$ cat src/rtl/ntt_pkg.sv
`default_nettype none
// ============================================================================
//  Module      : ntt_pkg
//  Description : Shared types and default geometry for the NTT stage
//                scheduler (state encoding, bank/latency defaults).
//  Revision    : 1.0 - initial release
// ============================================================================
package ntt_pkg;

    localparam int c_addr_width      = 5;  // 32 words per bank
    localparam int c_bu_late         = 7;  // butterfly pipeline depth
    localparam int c_write_back_late = 2;  // BRAM write settling
    localparam int c_num_stages      = 7;  // butterfly stages per transform
    localparam int c_tw_width        = 7;  // twiddle ROM address width
    localparam int c_stage_width     = 3;  // width of the stage index

    typedef enum logic [1:0] {
        ST_IDLE  = 2'd0,
        ST_ISSUE = 2'd1,
        ST_DRAIN = 2'd2,
        ST_DONE  = 2'd3
    } state_t;

endpackage
`default_nettype wire

$ cat src/rtl/ntt_stage_scheduler_if.sv
`default_nettype none
// ============================================================================
//  Module      : ntt_stage_scheduler_if
//  Description : Control/strobe bundle between an NTT controller (master)
//                and the stage scheduler (slave).
//  Revision    : 1.0 - initial release
// ============================================================================
interface ntt_stage_scheduler_if
    import ntt_pkg::*;
#(
    parameter int ADDR_WIDTH = c_addr_width,
    parameter int TW_WIDTH   = c_tw_width
);
    logic                     start_i;
    logic                     is_ntt_i;
    logic                     hold_i;
    logic                     rd_en_o;
    logic [ADDR_WIDTH-1:0]    rd_addr_a_o;
    logic [ADDR_WIDTH-1:0]    rd_addr_b_o;
    logic [TW_WIDTH-1:0]      tw_addr_o;
    logic [c_stage_width-1:0] stage_o;
    logic                     wr_en_o;
    logic [ADDR_WIDTH-1:0]    wr_addr_a_o;
    logic [ADDR_WIDTH-1:0]    wr_addr_b_o;
    logic                     busy_o;
    logic                     done_o;

    modport master (
        output start_i, is_ntt_i, hold_i,
        input  rd_en_o, rd_addr_a_o, rd_addr_b_o, tw_addr_o, stage_o,
        input  wr_en_o, wr_addr_a_o, wr_addr_b_o, busy_o, done_o
    );

    modport slave (
        input  start_i, is_ntt_i, hold_i,
        output rd_en_o, rd_addr_a_o, rd_addr_b_o, tw_addr_o, stage_o,
        output wr_en_o, wr_addr_a_o, wr_addr_b_o, busy_o, done_o
    );
endinterface
`default_nettype wire

$ cat src/rtl/ntt_addr_gen.sv
`default_nettype none
// ============================================================================
//  Module      : ntt_addr_gen
//  Description : Combinational butterfly pair address and twiddle base
//                generator. A zero/one is inserted into the pair index at
//                bit k, where k shrinks as the butterfly span shrinks.
//  Revision    : 1.0 - initial release
// ============================================================================
module ntt_addr_gen
    import ntt_pkg::*;
#(
    parameter int ADDR_WIDTH = c_addr_width,
    parameter int TW_WIDTH   = c_tw_width
) (
    input  logic [ADDR_WIDTH-2:0]    i_p,
    input  logic [c_stage_width-1:0] i_e,
    output logic [ADDR_WIDTH-1:0]    o_addr_a,
    output logic [ADDR_WIDTH-1:0]    o_addr_b,
    output logic [TW_WIDTH-1:0]      o_tw_addr
);
    // Wide enough to hold p << e before the right shift
    localparam int c_prod_width = ADDR_WIDTH + 8;

    logic [c_stage_width-1:0] w_k;
    logic [ADDR_WIDTH-1:0]    w_p_ext;
    logic [ADDR_WIDTH-1:0]    w_one;
    logic [ADDR_WIDTH-1:0]    w_low_mask;
    logic [ADDR_WIDTH-1:0]    w_high;

    // Split p at bit k and open a gap there for the pair-select bit
    always_comb begin
        w_k        = (int'(i_e) <= ADDR_WIDTH - 1)
                   ? c_stage_width'(ADDR_WIDTH - 1 - int'(i_e)) : '0;
        w_p_ext    = {1'b0, i_p};
        w_one      = ADDR_WIDTH'(1);
        w_low_mask = (w_one << w_k) - w_one;
        w_high     = (w_p_ext >> w_k) << ({1'b0, w_k} + 4'd1);
        o_addr_a   = w_high | (w_p_ext & w_low_mask);
        o_addr_b   = o_addr_a | (w_one << w_k);
        o_tw_addr  = TW_WIDTH'((c_prod_width'(1) << i_e)
                   + ((c_prod_width'(i_p) << i_e) >> (ADDR_WIDTH - 1)));
    end

endmodule
`default_nettype wire

$ cat src/rtl/ntt_stage_scheduler.sv
`default_nettype none
// ============================================================================
//  Module      : ntt_stage_scheduler
//  Description : Issues butterfly read pairs stage by stage, mirrors them to
//                write-back strobes after the butterfly latency, and waits
//                for each stage's last write to settle before the next stage
//                reads it.
//  Revision    : 1.0 - initial release
// ============================================================================
module ntt_stage_scheduler
    import ntt_pkg::*;
#(
    parameter int ADDR_WIDTH      = c_addr_width,
    parameter int BU_LATE         = c_bu_late,
    parameter int WRITE_BACK_LATE = c_write_back_late,
    parameter int NUM_STAGES      = c_num_stages,
    parameter int TW_WIDTH        = c_tw_width
) (
    input  logic                    clk_i,
    input  logic                    rst_i,
    ntt_stage_scheduler_if.slave    bus
);
    localparam int c_pair_width   = ADDR_WIDTH - 1;
    localparam int c_last_pair    = (2 ** c_pair_width) - 1;
    // Cycles from the last issue until the next issue may be registered
    localparam int c_drain_cycles = BU_LATE + WRITE_BACK_LATE;
    localparam int c_drain_width  = $clog2(c_drain_cycles + 1);

    state_t                   r_state;
    logic [c_stage_width-1:0] r_s;
    logic [c_pair_width-1:0]  r_p;
    logic                     r_is_ntt;
    logic [c_drain_width-1:0] r_drain_cnt;

    logic                     r_rd_en;
    logic [ADDR_WIDTH-1:0]    r_rd_addr_a;
    logic [ADDR_WIDTH-1:0]    r_rd_addr_b;
    logic [TW_WIDTH-1:0]      r_tw_addr;
    logic [c_stage_width-1:0] r_stage;
    logic                     r_busy;
    logic                     r_done;

    logic                     r_dl_en [BU_LATE];
    logic [ADDR_WIDTH-1:0]    r_dl_a  [BU_LATE];
    logic [ADDR_WIDTH-1:0]    r_dl_b  [BU_LATE];

    logic [c_stage_width-1:0] w_e;
    logic [ADDR_WIDTH-1:0]    w_addr_a;
    logic [ADDR_WIDTH-1:0]    w_addr_b;
    logic [TW_WIDTH-1:0]      w_tw_addr;

    // Inverse transforms walk the stages in reverse order
    assign w_e = r_is_ntt ? r_s : (c_stage_width'(NUM_STAGES - 1) - r_s);

    ntt_addr_gen #(
        .ADDR_WIDTH (ADDR_WIDTH),
        .TW_WIDTH   (TW_WIDTH)
    ) u_addr_gen (
        .i_p       (r_p),
        .i_e       (w_e),
        .o_addr_a  (w_addr_a),
        .o_addr_b  (w_addr_b),
        .o_tw_addr (w_tw_addr)
    );

    // Stage/pair sequencing with registered issue strobes and status
    always_ff @(posedge clk_i) begin
        if (rst_i) begin
            r_state     <= ST_IDLE;
            r_s         <= '0;
            r_p         <= '0;
            r_is_ntt    <= 1'b0;
            r_drain_cnt <= '0;
            r_rd_en     <= 1'b0;
            r_rd_addr_a <= '0;
            r_rd_addr_b <= '0;
            r_tw_addr   <= '0;
            r_stage     <= '0;
            r_busy      <= 1'b0;
            r_done      <= 1'b0;
        end else begin
            r_rd_en <= 1'b0;
            r_done  <= 1'b0;
            case (r_state)
                ST_IDLE: begin
                    if (bus.start_i) begin
                        r_state  <= ST_ISSUE;
                        r_is_ntt <= bus.is_ntt_i;
                        r_s      <= '0;
                        r_p      <= '0;
                        r_busy   <= 1'b1;
                    end
                end
                ST_ISSUE: begin
                    if (!bus.hold_i) begin
                        r_rd_en     <= 1'b1;
                        r_rd_addr_a <= w_addr_a;
                        r_rd_addr_b <= w_addr_b;
                        r_tw_addr   <= w_tw_addr;
                        r_stage     <= w_e;
                        r_p         <= r_p + c_pair_width'(1);
                        if (r_p == c_pair_width'(c_last_pair)) begin
                            r_state     <= ST_DRAIN;
                            r_drain_cnt <= c_drain_width'(c_drain_cycles - 1);
                        end
                    end
                end
                ST_DRAIN: begin
                    if (r_drain_cnt == '0) begin
                        if (r_s == c_stage_width'(NUM_STAGES - 1)) begin
                            r_state <= ST_DONE;
                            r_busy  <= 1'b0;
                        end else begin
                            r_s     <= r_s + c_stage_width'(1);
                            r_state <= ST_ISSUE;
                        end
                    end else begin
                        r_drain_cnt <= r_drain_cnt - c_drain_width'(1);
                    end
                end
                ST_DONE: begin
                    r_done  <= 1'b1;
                    r_state <= ST_IDLE;
                end
                default: r_state <= ST_IDLE;
            endcase
        end
    end

    // Butterfly latency mirror: runs freely so hold never stalls write-back
    always_ff @(posedge clk_i) begin
        if (rst_i) begin
            for (int i = 0; i < BU_LATE; i++) begin
                r_dl_en[i] <= 1'b0;
                r_dl_a[i]  <= '0;
                r_dl_b[i]  <= '0;
            end
        end else begin
            r_dl_en[0] <= r_rd_en;
            r_dl_a[0]  <= r_rd_addr_a;
            r_dl_b[0]  <= r_rd_addr_b;
            for (int i = 1; i < BU_LATE; i++) begin
                r_dl_en[i] <= r_dl_en[i-1];
                r_dl_a[i]  <= r_dl_a[i-1];
                r_dl_b[i]  <= r_dl_b[i-1];
            end
        end
    end

    assign bus.rd_en_o     = r_rd_en;
    assign bus.rd_addr_a_o = r_rd_addr_a;
    assign bus.rd_addr_b_o = r_rd_addr_b;
    assign bus.tw_addr_o   = r_tw_addr;
    assign bus.stage_o     = r_stage;
    assign bus.wr_en_o     = r_dl_en[BU_LATE-1];
    assign bus.wr_addr_a_o = r_dl_a[BU_LATE-1];
    assign bus.wr_addr_b_o = r_dl_b[BU_LATE-1];
    assign bus.busy_o      = r_busy;
    assign bus.done_o      = r_done;

endmodule
`default_nettype wire

$ cat src/flat_wrapper.sv
// flat-port wrapper written by rule: the top's interface ports become plain ports
module ntt_stage_scheduler_flat import ntt_pkg::*;
#(
    parameter int ADDR_WIDTH      = c_addr_width,
    parameter int BU_LATE         = c_bu_late,
    parameter int WRITE_BACK_LATE = c_write_back_late,
    parameter int NUM_STAGES      = c_num_stages,
    parameter int TW_WIDTH        = c_tw_width
)
  (clk_i, rst_i, bus_start_i, bus_is_ntt_i, bus_hold_i, bus_rd_en_o, bus_rd_addr_a_o, bus_rd_addr_b_o, bus_tw_addr_o, bus_stage_o, bus_wr_en_o, bus_wr_addr_a_o, bus_wr_addr_b_o, bus_busy_o, bus_done_o);
  ntt_stage_scheduler_if #(.ADDR_WIDTH(ADDR_WIDTH), .TW_WIDTH(TW_WIDTH)) bus_i ();
  input  logic clk_i;
  input  logic rst_i;
  input wire logic [$bits(bus_i.start_i)-1:0] bus_start_i;
  input wire logic [$bits(bus_i.is_ntt_i)-1:0] bus_is_ntt_i;
  input wire logic [$bits(bus_i.hold_i)-1:0] bus_hold_i;
  output wire logic [$bits(bus_i.rd_en_o)-1:0] bus_rd_en_o;
  output wire logic [$bits(bus_i.rd_addr_a_o)-1:0] bus_rd_addr_a_o;
  output wire logic [$bits(bus_i.rd_addr_b_o)-1:0] bus_rd_addr_b_o;
  output wire logic [$bits(bus_i.tw_addr_o)-1:0] bus_tw_addr_o;
  output wire logic [$bits(bus_i.stage_o)-1:0] bus_stage_o;
  output wire logic [$bits(bus_i.wr_en_o)-1:0] bus_wr_en_o;
  output wire logic [$bits(bus_i.wr_addr_a_o)-1:0] bus_wr_addr_a_o;
  output wire logic [$bits(bus_i.wr_addr_b_o)-1:0] bus_wr_addr_b_o;
  output wire logic [$bits(bus_i.busy_o)-1:0] bus_busy_o;
  output wire logic [$bits(bus_i.done_o)-1:0] bus_done_o;
  assign bus_i.start_i = bus_start_i;
  assign bus_i.is_ntt_i = bus_is_ntt_i;
  assign bus_i.hold_i = bus_hold_i;
  assign bus_rd_en_o = bus_i.rd_en_o;
  assign bus_rd_addr_a_o = bus_i.rd_addr_a_o;
  assign bus_rd_addr_b_o = bus_i.rd_addr_b_o;
  assign bus_tw_addr_o = bus_i.tw_addr_o;
  assign bus_stage_o = bus_i.stage_o;
  assign bus_wr_en_o = bus_i.wr_en_o;
  assign bus_wr_addr_a_o = bus_i.wr_addr_a_o;
  assign bus_wr_addr_b_o = bus_i.wr_addr_b_o;
  assign bus_busy_o = bus_i.busy_o;
  assign bus_done_o = bus_i.done_o;
  ntt_stage_scheduler #(.ADDR_WIDTH(ADDR_WIDTH), .BU_LATE(BU_LATE), .WRITE_BACK_LATE(WRITE_BACK_LATE), .NUM_STAGES(NUM_STAGES), .TW_WIDTH(TW_WIDTH)) u_core (.clk_i(clk_i), .rst_i(rst_i), .bus(bus_i));
endmodule
$ cat config.mk
export PLATFORM = sky130hd
export DESIGN_NAME = ntt_stage_scheduler_flat
export DESIGN_NICKNAME = d
export VERILOG_FILES = /design/src/rtl/ntt_pkg.sv /design/src/rtl/ntt_stage_scheduler_if.sv /design/src/rtl/ntt_addr_gen.sv /design/src/rtl/ntt_stage_scheduler.sv /design/src/flat_wrapper.sv
export SDC_FILE = /design/constraint.sdc
export NUM_CORES = 1
export LEC_CHECK = 0
export CAP_MARGIN = 25
export CORE_UTILIZATION = 35
export CTS_CLUSTER_SIZE = 12
export DETAILED_ROUTE_END_ITERATION = 10
export MAX_ROUTING_LAYER = met4
export PLACE_DENSITY_LB_ADDON = 0.12
export SETUP_SLACK_MARGIN = 0.4
export SYNTH_ARGS = -nofsm -noshare
export SYNTH_HDL_FRONTEND = slang
export SYNTH_SLANG_ARGS = --single-unit
$ cat constraint.sdc
create_clock -name clk_i -period 4.9 [get_ports clk_i]
set_input_delay 0.49 -clock clk_i [delete_from_list [all_inputs] [get_ports clk_i]]
set_output_delay 0.49 -clock clk_i [all_outputs]
set_load 0.03 [all_outputs]
==> results of run 1 <==
-- power by group through the flow --
| stage | logic, mW | clock network [mW] | registers (mW) |
|---|---|---|---|
| detailed placement | 0.204 | 0 | 0.985 |
| global placement | 0.206 | 0 | 0.985 |
| CTS | 0.205 | 1.34 | 0.966 |
| floorplan | 0.126 | 0 | 1.00 |
| global route | 0.226 | 1.38 | 0.967 |
| finish | 0.204 | 1.31 | 0.966 |
-- Yosys cell counts (4+ instances only) --
library cell  count
nor3_1           14
nor2b_1          80
o21ai_0          12
clkbuf_1         21
a31oi_1           5
or2_2             4
nand3_1           5
mux2i_1          10
nand2_1          27
ha_1             19
a211oi_1          9
dfxtp_1         114
xor2_1            4
inv_1            13
nand3b_1          4
a21oi_1          17
nand2b_1          8
nor2_1           47
xnor2_1           5
-- worst register-to-register path, stage by stage (launching register included) --
cell,delay (ns)
dfxtp_1,0.35
ha_1,0.30
o21ai_0,0.33
and2_2,0.31
inv_2,0.12
ha_1,0.30
or4_1,0.52
o21ai_1,0.36
nor3_1,0.10
ha_1,0.35
nand2_1,0.13
nor2_1,0.06
a2111oi_1,0.58
o21ba_2,0.24
-- logic make-up (layout without fill, tap and decap cells) --
group	after synthesis	after routing
AO/OA/AOI/OAI	80	80
XOR/XNOR	9	9
adder cells (fa/ha/maj)	20	20
buffers and inverters	41	90
flip-flops	114	114
multiplexers	11	11
AND/OR/NAND/NOR	212	212
-- placed cells by master (no fill, tap or decap), types with 4 or more instances in the layout --
master / synthesis / routed
nand3_1: 5 / 5
buf_4: 0 / 6
a211oi_1: 9 / 9
xnor2_1: 5 / 5
nor2b_1: 80 / 80
ha_1: 19 / 19
a31oi_1: 5 / 5
mux2i_1: 10 / 10
inv_1: 13 / 13
clkdlybuf4s50_1: 0 / 37
dfxtp_1: 114 / 114
bufinv_16: 0 / 4
clkbuf_16: 0 / 17
nor2_1: 47 / 47
nand2_1: 27 / 27
nor3_1: 14 / 14
nand2b_1: 8 / 8
or2_2: 4 / 4
xor2_1: 4 / 4
nand3b_1: 4 / 4
a21oi_1: 17 / 17
o21ai_0: 12 / 12
-- final cells by class --
cell class              instances  area, um^2  area share, %
repair buffers                 43         415           7.21
multi-input cells             332        2160           37.5
clock inverters                 9         153           2.65
clock buffers                  23         478           8.30
well taps                     172         215           3.74
inverters                      15        56.3          0.977
flip-flops and latches        114        2280           39.6
-- metrics by stage --
step           instances  hold slack (ns)  setup slack, ns  cell area, um^2
2_1_floorplan        487            0.414            0.819             4610
3_3_place_gp         676            0.415            0.769             5130
3_5_place_dp         676            0.420            0.673             5130
4_1_cts              708            0.432            0.674             5760
5_1_grt              708            0.441            0.478             5760
6_report             708            0.430            0.760             5760
-- per-layer routing --
layer,vias up,part of all wire [%]
met5,-,0
met4,0,2.6
met3,22,3.9
met2,72,46
met1,1549,48
li1,1726,-
-- flip-flops by register name, summed over array words and instances, names as in the netlist --
name,flops
u_core.r_dl_en,7
u_core.r_dl_b,35
u_core.r_drain_cnt,4
u_core.bus.busy_o,1
u_core.bus.rd_addr_b_o,5
u_core.r_p,4
u_core.bus.tw_addr_o,7
u_core.bus.stage_o,3
u_core.r_dl_a,35
u_core.bus.rd_en_o,1
u_core.r_is_ntt,1
u_core.bus.rd_addr_a_o,5
u_core.r_s,3
u_core.r_state,2
u_core.bus.done_o,1
-- worst max path at each step --
stage	end	depth (start not counted)
final	u_core.bus.rd_addr_a_o[2]$_SDFFE_PP0P_	13
after floorplan	u_core.bus.rd_addr_a_o[3]$_SDFFE_PP0P_	15
after detailed placement	u_core.bus.rd_addr_a_o[2]$_SDFFE_PP0P_	13
after CTS	u_core.bus.rd_addr_a_o[2]$_SDFFE_PP0P_	13
after global placement	u_core.bus.rd_addr_a_o[2]$_SDFFE_PP0P_	13
after global routing	u_core.bus.rd_addr_b_o[0]$_SDFFE_PP0P_	13
-- repair_timing --
action,in CTS,in global routing
resized for setup,0,1
setup buffers,0,0
endpoints found under the setup margin,0,1
==> run metrics, run 1 <==
status finished, final reports clean; critical path's most frequent cell ha_1; crit path max-delay cell type a2111oi_1; worst r2r src u_core.r_s[0]$_SDFFE_PP0P_; Final Hold Fails 0; GR peak layer met2; simple-gate share of the synthesized area 24.9%; syn nets 512; Post-Synthesis Cells 487; area delta synth->final 25.1%; # IOs 39; async set-reset flop share out of synthesis 0%; R2R Setup Slk 0.76 ns; Routed Wire Length 9.59 mm; Buf+Inv Stages, Crit Path 1; post-layout min period 4.14 ns; H-tree depth 4; Switching Share 22.5%; post-synthesis mux area share 2.42%; core area 12700 um^2; Filler cells 1277; Rel. slew slack 49.6%; routability cong. 0.819; Die ar. 13600 um^2; unrepaired setup endpoints after global routing false; R2R Path End u_core.bus.rd_addr_a_o[2]$_SDFFE_PP0P_; CTS buffer count 17; max_cap viols 0; gr usage total 16.1%; share of cells above drive strength 1 9.33%; CP startpoint kind register; vias per cell 4.76; Flop pwr share 39.0%; GRT overflow 0; global-route wire length before repair 15.9 mm; Hold Path Depth 1; final setup vio count 0; top cells by area, synth dfxtp_1, nor2b_1, ha_1; warnings from Yosys 0; port bufs 38; Post-Syn Area 4610 um^2; top-area cell type share of the netlist area 49.6%; CTS Hold Buffers Added 0; Final TNS setup 0 ns; WHS Endpoint u_core.r_dl_b[1][5]$_SDFF_PP0_; logic gate share of total power 8.2%; Post-synth top flop dfxtp_1; Finished Core Util 45.3%; Die Wd 117 um; largest family of logic cells by synthesized area simple AND/OR/NAND/NOR gates; n_diodes 0; Vias 3369; Row Count 41; clock share of power 52.8%; met3 Use GR 4.10%; Die H 117 um; Layout Nets 548; Post-synth EDFFs 0; Worst Setup SP u_core.r_s[0]$_SDFFE_PP0P_; drt drc 0; wire length per cell 13.5 um; fin. max-slew vios 0; Pwr Density 430 nW/um^2; CP Data Arrival Time 4.44 ns; clock skew 0.00601 ns; hold_sp u_core.r_dl_b[1][0]$_SDFF_PP0_; GRT met2 Usage 24.2%; Initial Util 36.2%; initial antenna violation count 0; delay-heaviest family, CP compound AO/OA/AOI/OAI gates; post-synth top area cell dfxtp_1; P_sw 0.556 mW; Internal Power 1.92 mW; register bit count reported by yosys 114; critical path class register to register; clk_lat worst skew 0.41 ns; post-synthesis cell type count 65; Worst-Margin Slew 0.755 ns; sequential area share after synthesis 49.6%; Crit path required time 5.20 ns; CP max FO 10; vias in the first global route 3174; Post-Synth Adder-Cell Area 5.60%; worst reg-to-reg path cell count 13; period utilization 84.5%; Synth Area in Compound Gates 12.3%; Post-Synth XOR/XNOR Area 1.71%; total clock sinks 114; Hold Crit Class register to register; Root Buffer Master clkbuf_16; Peak Freq 242 MHz; Routed Antenna Nets 0; dpl hpwl 6.32 mm; CTS tree yes; largest stage delay on the critical path 0.58 ns; Max clock buf depth 2; crit-path cells ha_1 > o21ai_0 > and2_2 > inv_2 > ha_1 > or4_1 > o21ai_1 > nor3_1 > ha_1 > nand2_1 > nor2_1 > a2111oi_1 > o21ba_2; Reg clk slew, reported paths 0.06 ns; Final Total Pwr 2.48 mW; VDD IR-drop max 0.212 mV; Leak 2.21 nW; DRT iter0 DRCs 233; crit end category register; largest net degree at the start of global routing 72; drt pass-1 iters 4; mean area per synthesized cell 9.46 um^2; GRT met1 Usage 19.2%
No activity file was read; power rests on OpenSTA's default activity.
==> run 2: changes to the inputs <==
Clock period 4.9 ns to 3.8 ns, I/O delays scaled along.
==> run 2 against run 1 <==
  * Clock skew about the same
  * Maximum frequency is 25% higher
  * Largest cell class unchanged
  * Non-clock buffer count increased by 6
==> run metrics, run 2 (synthesis gave the netlist of run 1 again) <==
status finished, final reports clean; CP Data Arrival Time 3.63 ns; post-route cell area 5900 um^2; GRT overflow 0; Rel. slew slack 51.9%; met3 wire len 355 um; drt drc 0; commonest non-fill, non-tap cell in the layout dfxtp_1; total clock sinks 114; Die ar. 13600 um^2; wire length per cell 13.7 um; unrepaired setup endpoints after global routing true; Crit path required time 4.13 ns; H-tree depth 4; fin. max-slew vios 0; clk_lat worst skew 0.41 ns; vias per cell 4.90; dpl hpwl 6.39 mm; DR top layer met4; area delta synth->final 28.1%; # IOs 39; Leak 2.21 nW; Final TNS setup 0 ns; Finished Core Util 46.4%; initial antenna violation count 0; port bufs 38; final setup vio count 0; global-route wire length before repair 15.9 mm; Hold Crit Class register to register; period utilization 86.8%; VDD IR-drop max 0.264 mV; DP Worst Slack 0.165 ns; n_diodes 0; CTS tree yes; crit end category register; critical path class register to register; WL met1 4.54 mm; Routed Wire Length 9.80 mm; hold slack final 0.431 ns; vias in the first global route 3240; routability cong. 0.875; CP startpoint kind register; Pwr Density 523 nW/um^2; core area 12700 um^2; clock skew 0.00613 ns; DRT iter0 DRCs 231; Worst-Margin Slew 0.721 ns; max_cap viols 0; placed cell area 5230 um^2; Die Wd 117 um; Row Count 41; gr usage total 16.2%; Final Hold Fails 0; Initial Util 36.2%; DR WL met2 4.58 mm; CP max FO 12; Root Buffer Master clkbuf_16; share of cells above drive strength 1 13.5%; Final WS setup 0.500 ns; Routed Antenna Nets 0; Max clock buf depth 2; Vias 3495; Layout Nets 554; Top Registers u_core.r_dl_a x35, u_core.r_dl_b x35; commonest cells after routing, fill and taps aside dfxtp_1, nor2b_1, nor2_1; drt pass-1 iters 4; post-layout min period 3.30 ns; largest net degree at the start of global routing 51; Peak Freq 303 MHz; Reg clk slew, reported paths 0.05 ns; CTS buffer count 17; Die H 117 um
-- run 2: cell types whose count changed in the layout (fill, tap and decap cells not counted), moves of 2 or more --
cell / delta
o21ai_0: -2
dfxtp_1: -2
ha_4: +5
a2111oi_0: -2
o21ai_2: +2
ha_1: -6
clkinv_2: -2
bufinv_16: -2
buf_4: +6
clkinvlp_4: +4
-- run 2: layout make-up --
cell class,count,area [um^2]
repair buffers,49,460
inverters,15,71.3
clock inverters,8,104
fillers,1282,6820
clock buffers,23,478
flip-flops and latches,114,2290
well taps,172,215
multi-input cells,332,2280
-- run 2: per-stage QoR --
stage	power, mW	instances
floorplan	1.47	487
global placement	1.54	677
detailed placement	1.55	677
CTS	3.12	710
global route	3.21	713
finish	3.09	713
-- run 2: path summary, 6_finish.rpt --
check	from	endpoint	slack, ns	cells past startpoint
worst max-delay path	u_core.r_s[0]$_SDFFE_PP0P_	u_core.bus.rd_addr_b_o[3]$_SDFFE_PP0P_	0.50	12
worst min-delay path	u_core.r_dl_b[2][5]$_SDFF_PP0_	u_core.r_dl_b[3][0]$_SDFF_PP0_	0.43	1
worst max register to register	u_core.r_s[0]$_SDFFE_PP0P_	u_core.bus.rd_addr_b_o[3]$_SDFFE_PP0P_	0.50	12
worst min register to register	u_core.r_dl_b[2][5]$_SDFF_PP0_	u_core.r_dl_b[3][0]$_SDFF_PP0_	0.43	1
-- run 2: metal layers --
metal  up-vias  GRT usage (%)
li1       1742              -
met1      1652           18.1
met2        79           25.6
met3        22           4.51
met4         0           10.2
met5         -              -
-- run 2: power by group --
group / internal, mW / leakage [nW] / switching [mW]
Combinational: 0.122 / 1.01 / 0.174
Clock: 1.01 / 0.271 / 0.532
Sequential: 1.23 / 0.924 / 0.0202
-- run 2: critical path, cell delays in order (launching register included) --
cell	delay, ns
dfxtp_4	0.40
clkinv_8	0.10
ha_4	0.31
mux2i_4	0.08
ha_4	0.19
ha_4	0.18
or4_4	0.51
o211a_4	0.19
ha_4	0.32
nand2_2	0.09
or4_1	0.47
o311a_2	0.17
a211oi_2	0.18
-- run 2: what timing repair did --
action / in CTS / in global routing
endpoints found under the setup margin: 10 / 10
endpoints found under the hold margin: 0 / 0
cloned: 0 / 0
pin swaps: 1 / 0
resized for setup: 9 / 7
setup buffers: 2 / 3
hold buffers: 0 / 0
